`src/rtl/div_pkg.sv`:
```
// div_pkg: widths and FSM encoding shared by the divider and the multiplier.
package div_pkg;
    localparam int DIV_WIDTH = 32;
    localparam int DIV_CNT_W = $clog2(DIV_WIDTH);
    typedef enum logic [1:0] {IDLE, RUN, DONE} divState_t;
endpackage

```
`src/rtl/div_step.sv`:
```
// div_step: one radix-2 restoring iteration on the {R,Q} pair.
module div_step #(
    parameter int WIDTH = 32
) (
    input  logic [WIDTH:0]   r,
    input  logic [WIDTH-1:0] q,
    input  logic [WIDTH-1:0] d,
    output logic [WIDTH:0]   rNext,
    output logic [WIDTH-1:0] qNext
);
    logic [WIDTH+1:0] shifted;
    logic [WIDTH+1:0] trial;
    // R < D always holds, so the extra top bit of the shift never carries data and acts as the sign slot
    always_comb begin
        shifted = {r, q[WIDTH-1]};
        trial = shifted - {2'b0, d};
        rNext = trial[WIDTH+1] ? shifted[WIDTH:0] : trial[WIDTH:0];
        qNext = {q[WIDTH-2:0], ~trial[WIDTH+1]};
    end
endmodule

```
`src/rtl/div_unsigned.sv`:
```
// div_unsigned: multi-cycle restoring divider, quotient on LO and remainder on HI.
module div_unsigned
    import div_pkg::*;
#(
    parameter int WIDTH = DIV_WIDTH
) (
    input  logic             clk,
    input  logic             reset_n,
    input  logic             start,
    input  logic [WIDTH-1:0] dividend,
    input  logic [WIDTH-1:0] divisor,
    output logic             busy,
    output logic             done,
    output logic [WIDTH-1:0] quotientLO,
    output logic [WIDTH-1:0] remainderHI,
    output logic             div_zero
);
    localparam int CNT_W = $clog2(WIDTH);
    localparam logic [CNT_W-1:0] LAST = CNT_W'(WIDTH - 1);
    divState_t state, nextState;
    logic [WIDTH:0] r, rNext;
    logic [WIDTH-1:0] q, qNext, d;
    logic [CNT_W-1:0] count;
    logic accept, lastStep;
    div_step #(.WIDTH(WIDTH)) step (
        .r(r),
        .q(q),
        .d(d),
        .rNext(rNext),
        .qNext(qNext)
    );
    assign busy = state != IDLE;
    assign done = state == DONE;
    always_comb begin
        accept = state == IDLE && start;
        lastStep = state == RUN && count == LAST;
        nextState = accept ? (divisor == '0 ? DONE : RUN) : lastStep ? DONE : state == DONE ? IDLE : state;
    end
    always_ff @(posedge clk or negedge reset_n) begin
        if (!reset_n) state <= IDLE;
        else state <= nextState;
    end
    // results are loaded on entry to DONE so they are already valid while done is high
    always_ff @(posedge clk or negedge reset_n) begin
        if (!reset_n) begin
            r <= '0;
            q <= '0;
            d <= '0;
            count <= '0;
            quotientLO <= '0;
            remainderHI <= '0;
            div_zero <= 1'b0;
        end else if (accept) begin
            r <= '0;
            q <= dividend;
            d <= divisor;
            count <= '0;
            if (divisor == '0) begin
                quotientLO <= '1;
                remainderHI <= dividend;
                div_zero <= 1'b1;
            end
        end else if (state == RUN) begin
            r <= rNext;
            q <= qNext;
            count <= count + 1'b1;
            if (lastStep) begin
                quotientLO <= qNext;
                remainderHI <= rNext[WIDTH-1:0];
                div_zero <= 1'b0;
            end
        end
    end
endmodule

```
`config.mk`:
```
export PLATFORM = sky130hd
export DESIGN_NAME = div_unsigned
export DESIGN_NICKNAME = d
export VERILOG_FILES = /design/src/rtl/div_pkg.sv /design/src/rtl/div_step.sv /design/src/rtl/div_unsigned.sv
export SDC_FILE = /design/constraint.sdc
export NUM_CORES = 1
export LEC_CHECK = 0
export ABC_AREA = 1
export CORE_MARGIN = 8
export CORE_UTILIZATION = 55
export CTS_BUF_LIST = sky130_fd_sc_hd__clkbuf_16
export CTS_CLUSTER_DIAMETER = 100
export DETAILED_ROUTE_END_ITERATION = 10
export GPL_TIMING_DRIVEN = 0
export PLACE_DENSITY = 0.8
export RECOVER_POWER = 50
export SYNTH_ARGS = -nofsm -noshare
export SYNTH_HDL_FRONTEND = slang
export SYNTH_HIERARCHICAL = 1
export SYNTH_SLANG_ARGS = --single-unit
export TNS_END_PERCENT = 20
```
`constraint.sdc`:
```
create_clock -name clk -period 6.7 [get_ports clk]
set_input_delay 1.34 -clock clk [delete_from_list [all_inputs] [get_ports clk]]
set_output_delay 1.34 -clock clk [all_outputs]
set_load 0.005 [all_outputs]
```
Word-level counts from Yosys, hierarchy flattened
Cells that the tools add are included.
{"block": "word_totals", "reg_bits": 169, "in_bits": 67, "output_inout_bits": 67, "elab_cells": 47}
{"block": "op_classes", "n_addsub": 2, "eq_ne": 4, "muxes": 23, "n_bitwise": 1, "reduce_logical": 9}
{"op": "two-way mux 32 bit", "count": 10}
{"op": "two-way mux 33 bit", "count": 3}
{"op": "subtractor 34 x 32 -> 34 bit", "count": 1}
{"op": "zero test 32 bit", "count": 1}
{"op": "two-way mux 5 bit", "count": 2}
{"op": "two-way mux 2 bit", "count": 4}
{"op": "nonzero test 2 bit", "count": 3}
{"op": "adder 5 x 1 -> 5 bit (second input constant)", "count": 1}
{"op": "== test 5 bit (second input constant)", "count": 1}
{"op": "two-way mux 1 bit", "count": 4}
{"op": "AND reduction 3 bit", "count": 1}
{"op": "nonzero test 3 bit", "count": 1}
{"op": "== test 2 x 1 -> 1 bit (second input constant)", "count": 1}
{"op": "== test 2 bit (second input constant)", "count": 1}
{"op": "logical AND 1 bit", "count": 2}
{"op": "zero test 2 bit", "count": 1}
{"op": "!= test 2 x 1 -> 1 bit (second input constant)", "count": 1}
{"op": "inverter 1 bit", "count": 1}

Longest topological paths before layout
{"block": "depth", "word_depth": 5, "mapped_depth": 20, "ltp_nobuf": 19}

By module
Netlist, hierarchy kept.
{"mod": "div_unsigned", "n_inst": 1, "cells_per_inst": 871, "area_each_um2": 7364.6, "seq_area_each_um2": 4229.1}
{"mod": "div_step", "n_inst": 1, "cells_per_inst": 752, "area_each_um2": 3677.3, "seq_area_each_um2": 0.0}

Least setup slack after synthesis
Ideal clock, no wire load.
{"block": "synth_timing", "path_type": "input port to flip-flop", "start": "input divisor[7]", "end": "register quotientLO[17]", "setup_ps": 117, "t_arrival_ps": 2265, "t_required_ps": 6583, "path_slack_ps": 4318, "stages": 10, "n_path_buf": 2, "path_cell_list": "nor2_1 -> nand2_1 -> nor2_1 -> nand2_1 -> nor2_1 -> nand2_1 -> buf_2 -> buf_4 -> nand3_1 -> nand2_1"}
{"block": "synth_between", "elab_chain_len": 3}
{"element": "start: declaration", "line_no": "div_unsigned.sv:11", "text": "input logic [WIDTH-1:0] divisor,"}
{"element": "zero test 32 bit", "line_no": "div_unsigned.sv:58", "text": "if (divisor == '0) begin"}
{"element": "!= test 2 x 1 -> 1 bit (no line)"}
{"element": "AND reduction 3 bit (no line)"}
{"element": "end signal: assignment", "line_no": "div_unsigned.sv:68", "text": "quotientLO <= qNext;"}
{"element": "end: declaration", "line_no": "div_unsigned.sv:14", "text": "output logic [WIDTH-1:0] quotientLO,"}
Every way passes these cells.
A chain may end at the register's enable or synchronous reset.

Worst setup path in the final report
{"block": "layout_timing", "start": "input start", "end": "register d[28]"}
{"block": "layout_between", "elab_chain_len": 1}
{"element": "start: declaration", "line_no": "div_unsigned.sv:9", "text": "input logic start,"}
{"element": "logical AND 1 bit", "line_no": "div_unsigned.sv:35", "text": "accept = state == IDLE && start;"}
{"element": "end signal: assignment", "line_no": "div_unsigned.sv:56", "text": "d <= divisor;"}
{"element": "end: declaration", "line_no": "div_unsigned.sv:22", "text": "logic [WIDTH-1:0] q, qNext, d;"}
Every way passes these cells.

==> summary by stage <==
Run status
The flow ran to the end, and the final reports show no timing, DRC or antenna violations.

Floorplanning
The floorplan step defined a die boundary enclosing 24900 µm². Pin placement for this block handled 134 I/O pins. The floorplan has 52 rows. The starting density of the core is 0.553.

The die is 158 µm tall. The core box area is 20000 µm². The width of the die is 158 µm.

Clock network
The H-tree level count is 4. Buffers inserted during clock tree synthesis total 17. Once the clock tree was built, the resizer swapped 0 gates to a different size. In this run the post-CTS setup repair buffer count came out at 0. The number of sinks handled by clock tree synthesis is 169. The clock network latency to the later pin of the worst-skew pair is 440 ps. The clock slew at the register clock pins of the worst setup and hold paths is 70 ps. The worst-case clock buffer depth is 2. The clock tree from TritonCTS is yes. In this run, post-CTS hold repair placed 0 buffers. The root cell of the clock tree is sky130_fd_sc_hd__clkbuf_16.

Detailed routing
After detailed routing, the wire length on met1 is 14800 µm. The total via count in the routed design is 10700. The via count normalized by instance count is 5.22. Wire segments on met2 add up to 16000 µm in the final route. The highest signal layer in the routed design is met4. The starting DRC count in detailed routing is 830.

The final wirelength is 34000 µm. After detailed routing, the average wire length per cell comes to 16.5 µm. Summed over all nets, wire length on met3 after detailed routing comes to 2370 µm. The post-route antenna net violation count is 0. The pre-antenna-repair detailed-routing pass consisted of 6 iterations. The number of design rule violations left after detail routing is 0.

STA
Setup repair after global routing left no endpoint under its margin. The ratio of final minimum period to clock period is 0.460. The final clock skew is 9.80 ps. At the pin with the least slew margin, the transition time is 777 ps.

The highest attainable clock frequency is 324 MHz. The number of setup violations in the final report is 0. Measured against its own limit, the worst slew margin works out to 0.482. The max-slew violation total from the final report is 0. The summed negative setup slack over all endpoints is 0 ps. The final-report hold violation count was 0.

Subtracting the final worst setup slack from the clock period gives 3080 ps.

Yosys
The complex-gate fraction of the synthesized area came to 0.0689. In the synthesized netlist, the cells that appear most often are sky130_fd_sc_hd__nand2_1 (591), sky130_fd_sc_hd__inv_1 (239), sky130_fd_sc_hd__nand3_1 (220), sky130_fd_sc_hd__dfrtp_1 (169), sky130_fd_sc_hd__nor2_1 (64). The most used flip-flop cell after synthesis is sky130_fd_sc_hd__dfrtp_1. The flip-flop and latch count after synthesis is 169. Of the total synthesized cell area, the portion taken by full adders, half adders and majority gates is 0.0403. The XOR/XNOR share of the synthesized area is 0.0119. The main combinational cell family by area after synthesis is simple AND/OR/NAND/NOR gates. The most common cell in the synthesized netlist is sky130_fd_sc_hd__nand2_1. The fraction of the yosys area taken by sequential cells is 0.383. The synthesized design contains 0 enable-type register cells. Of the total synthesized cell area, the portion taken by AND, OR, NAND and NOR gates is 0.355.

The count of synthesis-stage warnings from yosys is 6. The number of nets in the synthesized netlist is 1725. The area of the mapped netlist is 11000 µm². The share of synthesized flip-flops with an asynchronous set or reset is 1.00.

Of the post-synthesis cell area, the dominant cell type holds 0.383. By area the synthesized netlist is led by sky130_fd_sc_hd__dfrtp_1 (38%), sky130_fd_sc_hd__nand2_1 (20%), sky130_fd_sc_hd__nand3_1 (10%), sky130_fd_sc_hd__inv_1 (8.1%), sky130_fd_sc_hd__ha_1 (3.9%). The average cell area after synthesis is 6.80 µm². Summed over all instances, the cell type with the most area after synthesis is sky130_fd_sc_hd__dfrtp_1.

Counting every instance in the synthesized netlist gives 1623. The distinct cell type count of the synthesized netlist is 33. After synthesis, the share of cell area in mux cells is 0.

Global routing
The residual overflow from global routing is 0. The number of global-route vias before repair came to 10200. The number of antenna violations at the first check in global routing is 0.

Across every metal layer, demand over resource in global routing totals 0.279. The first global-routing pass estimated 53800 µm of wire. The pin count of the biggest net entering global routing is 100.

Critical path
The endpoint arrival time on the critical path is 3460 ps. The classification of the worst setup path is primary input to flip-flop. The worst register-to-register path has a setup slack of 3760 ps. The data required time at the worst endpoint is 7070 ps. Of all nets on the critical path, the largest fanout is 10. The depth of the worst register-to-register path is 15.

The endpoint identified for the worst register-to-register timing path is remainderHI[2]$_DFFE_PN0P_. The startpoint identified for the worst register-to-register timing path is r[29]$_DFFE_PN0P_. The worst setup path is launched from a primary input. The critical path endpoint category is a flip-flop.

Min path
In this run the most critical hold path is launched from d[13]$_DFFE_PN0P_. The hold-critical path depth is 2. The tightest min-delay check is of the flip-flop to flip-flop type. The destination of the worst hold path is d[13]$_DFFE_PN0P_.

Power and ir drop
The internal power contribution is 1.55 mW. Of the total power, the share spent switching nets is 0.247. The share of total power dissipated in combinational logic is 0.033. The share of total power dissipated in the clock network is 0.473. The share of total power dissipated in sequential elements is 0.494. Across the VDD grid, the largest voltage drop is 0.161 mV. After layout, the design draws a total of 2.06 mW.

The power density normalized to cell area is 155 nW/µm². Summed over all nets, the switching power comes to 510 µW. The leakage power figure is 7.00 nW.

Placed design
In this run the cell area measured after placement is 12700 µm². The congestion estimate from routability-driven global placement came to 0.948. The HPWL after detailed placement is 27400 µm. The number of port buffers is 133.

Layout
Of the cells placed in the final design, the portion with a size suffix greater than 1 is 0.0766. The area added between synthesis and finish is 20.5%. The area of all placed cells without fillers is 13300 µm². The antenna diode count is 0. The final-stage net count is 1878.

Job
The tool flagged a number of max-cap violations equal to 0.
-- stage by stage --
stage	worst slack [ps]	hold WS (ps)	utilization	cells
floorplan	4320	449	-	1623
global placement	-2660	463	0.636	2026
detailed placement	3160	465	0.638	2027
CTS	3620	484	0.667	2058
global route	3490	502	0.666	2058
finish	3620	481	0.666	2058
-- cell families (layout without fill, tap and decap cells) --
group                      after synthesis  after routing
and+or+nand+nor                        927            927
xor gates and xnor gates                15             15
buffers and inverters                  345            510
adders and majority gates               35             35
AOI/OAI and AO/OA                      132            132
DFF                                    169            169
-- state kept, by name, indices dropped and copies added, names as in the netlist --
register	flops
count	5
d	32
div_zero	1
q	32
quotientLO	32
r	33
remainderHI	32
state	2
-- power groups by stage --
| stage | logic (mW) | registers [mW] | clock network [mW] |
|---|---|---|---|
| after detailed placement | 0.0686 | 1.04 | 0 |
| after CTS | 0.0688 | 1.02 | 0.986 |
| after floorplan | 0.00291 | 1.04 | 0 |
| final | 0.0671 | 1.02 | 0.976 |
| after global placement | 0.0660 | 1.04 | 0 |
| after global routing | 0.0743 | 1.02 | 1.02 |
-- layout by cell type (no fill, tap or decap), types with 11 or more instances in the layout --
master,n
sky130_fd_sc_hd__o21ai_0,55
sky130_fd_sc_hd__clkbuf_1,21
sky130_fd_sc_hd__clkdlybuf4s50_1,131
sky130_fd_sc_hd__ha_1,34
sky130_fd_sc_hd__dfrtp_1,169
sky130_fd_sc_hd__clkbuf_16,17
sky130_fd_sc_hd__o211ai_1,32
sky130_fd_sc_hd__nor2_1,64
sky130_fd_sc_hd__inv_1,241
sky130_fd_sc_hd__nand3_1,220
sky130_fd_sc_hd__a21oi_1,22
sky130_fd_sc_hd__xor2_1,14
sky130_fd_sc_hd__and2_1,11
sky130_fd_sc_hd__nand2_1,592
sky130_fd_sc_hd__buf_4,42
sky130_fd_sc_hd__o21ai_1,17
sky130_fd_sc_hd__buf_2,25
-- worst max path at each step --
stage	depth (start not counted)	from	slack, ps	end
after global routing	7	start	3490	d[22]$_DFFE_PN0P_
after floorplan	10	divisor[7]	4320	quotientLO[17]$_DFFE_PN0P_
after global placement	1	reset_n	-2660	quotientLO[28]$_DFFE_PN0P_
final	7	start	3620	d[28]$_DFFE_PN0P_
after CTS	9	divisor[3]	3620	remainderHI[4]$_DFFE_PN0P_
after detailed placement	9	divisor[3]	3160	remainderHI[4]$_DFFE_PN0P_
-- per-layer routing --
layer	vias to the layer above	track usage
li1	5352	-
met1	4975	0.361
met2	364	0.468
met3	47	0.0486
met4	0	0.0857
met5	-	0
-- layout make-up --
cell class              instances  area [µm²]
clock buffers                  17         425
flip-flops and latches        169        4230
fillers                      1818        6670
inverters                     245         920
plain buffers                 100         624
clock inverters                14         146
well taps                     270         338
repair buffers                134        1360
multi-input cells            1109        5260
-- worst max-delay path: stages --
cell,delay [ps]
sky130_fd_sc_hd__dlygate4sd3_1,520
sky130_fd_sc_hd__nand2_1,160
sky130_fd_sc_hd__inv_1,220
sky130_fd_sc_hd__clkbuf_1,560
sky130_fd_sc_hd__clkbuf_1,440
sky130_fd_sc_hd__nand2_1,110
sky130_fd_sc_hd__nand2_1,90
Power figures use the tool's default switching activity.
